[src/rtl/sd_audio_pkg.sv]
// Shared constants and FSM state type for the SD-card audio streamer.
package sd_audio_pkg;

    localparam int unsigned ADDR_W                = 32;
    localparam int unsigned SD_BLOCK_BYTES        = 512;
    localparam int unsigned SAMPLE_PERIOD_DEFAULT = 3125;
    localparam int unsigned BYTE_CNT_W            = 10;
    localparam int unsigned FIFO_CNT_W            = 14;
    localparam int unsigned UNDERRUN_W            = 16;

    typedef enum logic [2:0] {
        IDLE,
        WAIT_ROOM,
        REQUEST,
        RECEIVE,
        NEXT
    } state_t;

endpackage

[src/rtl/sample_tick_gen.sv]
// Free-running audio sample-rate tick: one registered pulse every SAMPLE_PERIOD clocks.
module sample_tick_gen
    import sd_audio_pkg::*;
#(
    parameter int unsigned SAMPLE_PERIOD = SAMPLE_PERIOD_DEFAULT
) (
    input  logic clk,
    input  logic reset_n,
    output logic tick
);

    localparam int unsigned CNT_W = (SAMPLE_PERIOD > 1) ? $clog2(SAMPLE_PERIOD) : 1;

    logic [CNT_W-1:0] cnt;
    logic             wrap;

    assign wrap = (cnt == CNT_W'(SAMPLE_PERIOD - 1));

    // Count 0..SAMPLE_PERIOD-1 and flag each wrap.
    always_ff @(posedge clk or negedge reset_n) begin
        if (!reset_n) begin
            cnt  <= '0;
            tick <= 1'b0;
        end else begin
            cnt  <= wrap ? '0 : cnt + CNT_W'(1);
            tick <= wrap;
        end
    end

endmodule

[src/rtl/sd_audio_streamer.sv]
// Streams SD-card blocks into a sample FIFO and drains it at the audio rate.
// Build option: define SD_STREAM_LOOP_EN to wrap from end_addr back to
// start_addr forever; otherwise the stream stops with a done pulse.
module sd_audio_streamer
    import sd_audio_pkg::*;
#(
    parameter int unsigned BLOCK_BYTES   = SD_BLOCK_BYTES,
    parameter int unsigned FIFO_DEPTH    = 16384,
    parameter int unsigned SAMPLE_PERIOD = SAMPLE_PERIOD_DEFAULT
) (
    input  logic                  clk,
    input  logic                  reset_n,
    input  logic                  enable,
    input  logic [ADDR_W-1:0]     start_addr,
    input  logic [ADDR_W-1:0]     end_addr,
    input  logic                  sd_ready,
    input  logic                  sd_byte_available,
    input  logic [7:0]            sd_dout,
    input  logic [FIFO_CNT_W-1:0] fifo_count,
    input  logic                  fifo_full,
    input  logic                  fifo_empty,
    output logic                  sd_rd,
    output logic [ADDR_W-1:0]     sd_adr,
    output logic                  fifo_wr_en,
    output logic [7:0]            fifo_din,
    output logic                  fifo_rd_en,
    output logic                  busy,
    output logic                  done,
    output logic [UNDERRUN_W-1:0] underrun_count
);

    localparam int unsigned ROOM_LIMIT = FIFO_DEPTH - BLOCK_BYTES;

    state_t                state, state_nxt;
    logic [ADDR_W-1:0]     adr_nxt, adr_inc;
    logic [BYTE_CNT_W-1:0] byte_cnt, byte_cnt_nxt;
    logic                  done_nxt;
    logic                  rearm_wait, rearm_wait_nxt;
    logic                  byte_avail_q;
    logic                  byte_edge;
    logic                  room_ok;
    logic                  tick;

    assign byte_edge = sd_byte_available & ~byte_avail_q;
    assign room_ok   = (32'(fifo_count) <= ROOM_LIMIT);
    assign adr_inc   = sd_adr + ADDR_W'(BLOCK_BYTES);

    sample_tick_gen #(
        .SAMPLE_PERIOD (SAMPLE_PERIOD)
    ) u_tick (
        .clk     (clk),
        .reset_n (reset_n),
        .tick    (tick)
    );

    // Next-state and next-value logic for the block transfer FSM.
    always_comb begin
        state_nxt      = state;
        adr_nxt        = sd_adr;
        byte_cnt_nxt   = byte_cnt;
        done_nxt       = 1'b0;
        rearm_wait_nxt = rearm_wait & enable;
        case (state)
            IDLE: begin
                if (enable && !rearm_wait) begin
                    state_nxt = WAIT_ROOM;
                    adr_nxt   = start_addr;
                end
            end
            WAIT_ROOM: begin
                if (!enable) begin
                    state_nxt = IDLE;
                end else if (sd_ready && room_ok) begin
                    state_nxt = REQUEST;
                end
            end
            REQUEST: begin
                if (!sd_ready) begin
                    state_nxt = RECEIVE;
                end
            end
            RECEIVE: begin
                if (byte_edge) begin
                    if (byte_cnt == BYTE_CNT_W'(BLOCK_BYTES - 1)) begin
                        byte_cnt_nxt = '0;
                        state_nxt    = NEXT;
                    end else begin
                        byte_cnt_nxt = byte_cnt + BYTE_CNT_W'(1);
                    end
                end
            end
            NEXT: begin
                adr_nxt   = adr_inc;
                state_nxt = enable ? WAIT_ROOM : IDLE;
                if (adr_inc == end_addr) begin
`ifdef SD_STREAM_LOOP_EN
                    adr_nxt = start_addr;
`else
                    done_nxt       = 1'b1;
                    rearm_wait_nxt = 1'b1;
                    state_nxt      = IDLE;
`endif
                end
            end
            default: state_nxt = IDLE;
        endcase
    end

    // FSM state and registered control outputs.
    always_ff @(posedge clk or negedge reset_n) begin
        if (!reset_n) begin
            state      <= IDLE;
            sd_adr     <= '0;
            byte_cnt   <= '0;
            sd_rd      <= 1'b0;
            busy       <= 1'b0;
            done       <= 1'b0;
            rearm_wait <= 1'b0;
        end else begin
            state      <= state_nxt;
            sd_adr     <= adr_nxt;
            byte_cnt   <= byte_cnt_nxt;
            sd_rd      <= (state_nxt == REQUEST);
            busy       <= (state_nxt != IDLE);
            done       <= done_nxt;
            rearm_wait <= rearm_wait_nxt;
        end
    end

    // Byte strobe edge detect and FIFO write; bytes are dropped while the FIFO is full.
    always_ff @(posedge clk or negedge reset_n) begin
        if (!reset_n) begin
            byte_avail_q <= 1'b0;
            fifo_wr_en   <= 1'b0;
            fifo_din     <= '0;
        end else begin
            byte_avail_q <= sd_byte_available;
            fifo_wr_en   <= byte_edge && (state == RECEIVE) && !fifo_full;
            if (byte_edge && (state == RECEIVE)) begin
                fifo_din <= sd_dout;
            end
        end
    end

    // Sample-rate FIFO read and saturating underrun counter.
    always_ff @(posedge clk or negedge reset_n) begin
        if (!reset_n) begin
            fifo_rd_en     <= 1'b0;
            underrun_count <= '0;
        end else begin
            fifo_rd_en <= tick && !fifo_empty;
            if (tick && fifo_empty && (underrun_count != {UNDERRUN_W{1'b1}})) begin
                underrun_count <= underrun_count + UNDERRUN_W'(1);
            end
        end
    end

endmodule

[config.mk]
export PLATFORM = sky130hd
export DESIGN_NAME = sd_audio_streamer
export DESIGN_NICKNAME = d
export VERILOG_FILES = /design/src/rtl/sd_audio_pkg.sv /design/src/rtl/sample_tick_gen.sv /design/src/rtl/sd_audio_streamer.sv
export SDC_FILE = /design/constraint.sdc
export NUM_CORES = 1
export LEC_CHECK = 0
export CAP_MARGIN = 5
export CORE_AREA = 2 2 132 134
export CTS_BUF_LIST = sky130_fd_sc_hd__clkbuf_2
export DETAILED_ROUTE_END_ITERATION = 10
export DIE_AREA = 0 0 134 136
export GPL_ROUTABILITY_DRIVEN = 0
export SLEW_MARGIN = 20
export SYNTH_ARGS = -nofsm -noshare
export SYNTH_HDL_FRONTEND = slang
export SYNTH_HIERARCHICAL = 1
export SYNTH_SLANG_ARGS = --single-unit
export TNS_END_PERCENT = 10
[constraint.sdc]
create_clock -name clk -period 3.3 [get_ports clk]
set_input_delay 0.495 -clock clk [delete_from_list [all_inputs] [get_ports clk]]
set_output_delay 0.495 -clock clk [all_outputs]
set_load 0.02 [all_outputs]
==> metrics.csv <==
metric;value;unit
post-cts-setup-buffers;0;
cts_made_buffers;9;
route.detailed.drc;0;
die_h;136;µm
gr-total-overflow;0;
clock.fmax;344;MHz
vias_per_cell;5.15;
required;3.77;ns
placed_area;6790;µm²
power.density;654;nW/µm²
dieArea;18200;µm²
timing.hold.ws;0.370;ns
wirelength;14700;µm
worstMarginPinSlew;0.730;ns
netlist_area;4980;µm²
worstHoldStart;sd_byte_available;
critPathKind;register to register;
async_reset_ff_share;100;%
fin_crit;2.90;ns
die_w;134;µm
cts_tree;yes;
p_leak;2.71;nW
setup_tns;0;ns
clock_skew;0.0304;ns
num_antenna_cells;0;
h-tree-depth;3;
clock_path_buffers;2;
outcome;finished, final reports clean;
grt_antenna_before_repair;0;
ys_seq_area_share;44.7;%
synth_nets;605;
drv_cap;0;
post-dp-hpwl;11000;µm
cts-root-buf;clkbuf_2;
min-delay-path-class;input port to register;
io_buffers;153;
fin_area;6930;µm²
rows;48;
postRouteAntennaNets;0;
avgSynthCellArea;9.82;µm²
post_drt_wl_per_cell;16.6;µm
drive_above_1_share;9.19;%
grt.total_usage;16.2;%
slew_violations;0;
synth_ff_type;dfrtp_1;
grt_pass1_wl;23400;µm
rsz0062_at_grt;false;
io_pins;154;
vias;4578;
crit_path_start_kind;register;
fin_crit_sh;88.0;%
yosys_warnings;6;
r2r_start;sd_adr[10];
relSlewSlack;51.3;%
clkTransAtPathRegs;0.23;ns
yosys_register_bits;89;
grt_max_degree;78;
critPathCaptureType;register;
grt_pass1_vias;4623;
nets;758;
clk_latency;0.57;ns
core_area;16900;µm²
cts.sinks;89;
cp-startpoint;sd_adr[10];
ys_types;61;
area_growth;39.1;%
crit_arrival;3.38;ns
synth_edf_count;0;
drt_iter0_markers;328;
crit_fanout;8;
finalSetupViolCount;0;
peakVddDrop;0.357;mV
fin_util;41.1;%
drt_pass1_iterations;5;
hold_viol;0;
start_util;29.5;%
synthCells;507;
logic make-up after synthesis:
kind of cell / share of synthesized area, %
xor+xnor: 11.6
compound gates: 12.2
flops: 44.7
mux: 4.47
fa+ha+maj: 1.26
buf+inv: 3.29
simple gates: 22.5
layout by cell type (no fill, tap or decap), drive strengths merged, types with 5 or more instances in the layout:
cell,instances
a31oi,7
xor2,20
and3,6
xnor2,46
nor4,18
ha,5
nor2,33
a21oi,11
nor2b,6
nand2,43
nand2b,7
o21ai,27
or3,9
dfrtp,89
buf,13
nand3,22
clkdlybuf4s50,152
nor3,13
inv,15
mux2,18
nand4,22
or4,6
a221o,14
clkbuf,11
per-layer routing:
| metal | GRT usage (%) | wire, µm | vias up |
|---|---|---|---|
| li1 | - | - | 2162 |
| met1 | 19.7 | 6240 | 2214 |
| met2 | 27.2 | 7160 | 165 |
| met3 | 3.62 | 867 | 37 |
| met4 | 7.80 | 479 | 0 |
| met5 | 0 | 0 | - |
report_power, final:
part,total (W),internal [W],switching [W],leakage (nW)
clock,0.000617,0.000250,0.000368,0.0794
combinational,0.00213,0.00109,0.00105,1.49
sequential,0.00178,0.00137,0.000416,1.14
state kept, by name, indices dropped and copies added (netlist names):
signal / flops
done: 1
sd_adr: 32
fifo_din: 8
fifo_wr_en: 1
byte_avail_q: 1
busy: 1
state: 3
u_tick/cnt: 12
u_tick/tick: 1
fifo_rd_en: 1
byte_cnt: 10
sd_rd: 1
rearm_wait: 1
underrun_count: 16
cell type report:
cell class,count,area (µm²)
Fill cell,1611,9950
Multi-Input combinational cell,379,2610
Sequential cell,89,2230
Timing Repair Buffer,166,1630
Tap cell,225,282
Clock inverter,4,68.8
Inverter,15,56.3
Clock buffer,11,55.1
what timing repair did:
action	CTS	global route
hold buffers	0	1
setup endpoints to repair	0	2
endpoints found under the hold margin	0	75
resized for setup	0	1
cell usage after synthesis (all sizes together) (14+ instances only):
library cell	count	share of area, %
dfrtp	89	45
xnor2	46	8.1
nand2	43	3.2
nor2	33	2.5
o21ai	27	2.7
nand3	22	2.4
nand4	22	3.2
xor2	20	3.5
mux2	18	4.1
nor4	18	2.6
clkbuf	17	1.3
inv	15	1.1
a221o	14	2.8
critical path: stages, from the launching register on:
cell and delay (ns):
dfrtp_1 0.50, ha_1 0.28, and3_1 0.27, nand4_2 0.25
or3_1 0.43, a211o_1 0.29, nor4_1 0.28, nand4_1 0.23
a31o_1 0.28
stage by stage:
stage                     cells  power (W)  worst slack (ns)
after floorplan             507    0.00296             0.666
after global placement      873    0.00390             0.525
after detailed placement    873    0.00393             0.405
after CTS                   888    0.00457             0.365
after global routing        889    0.00483             0.131
final                       889    0.00453             0.395
final timing paths:
kind                                 endpoint  slack (ns)  depth (start not counted)
setup / recovery                         busy        0.40                          8
hold / removal                   byte_avail_q        0.37                          1
setup reg to reg                         busy        0.40                          8
hold reg to reg             underrun_count[9]        0.51                          1
max in group asynchronous  underrun_count[13]        2.18                          3
min in group asynchronous           sd_adr[3]        0.49                          2
No activity file was read; power rests on OpenSTA's default activity.
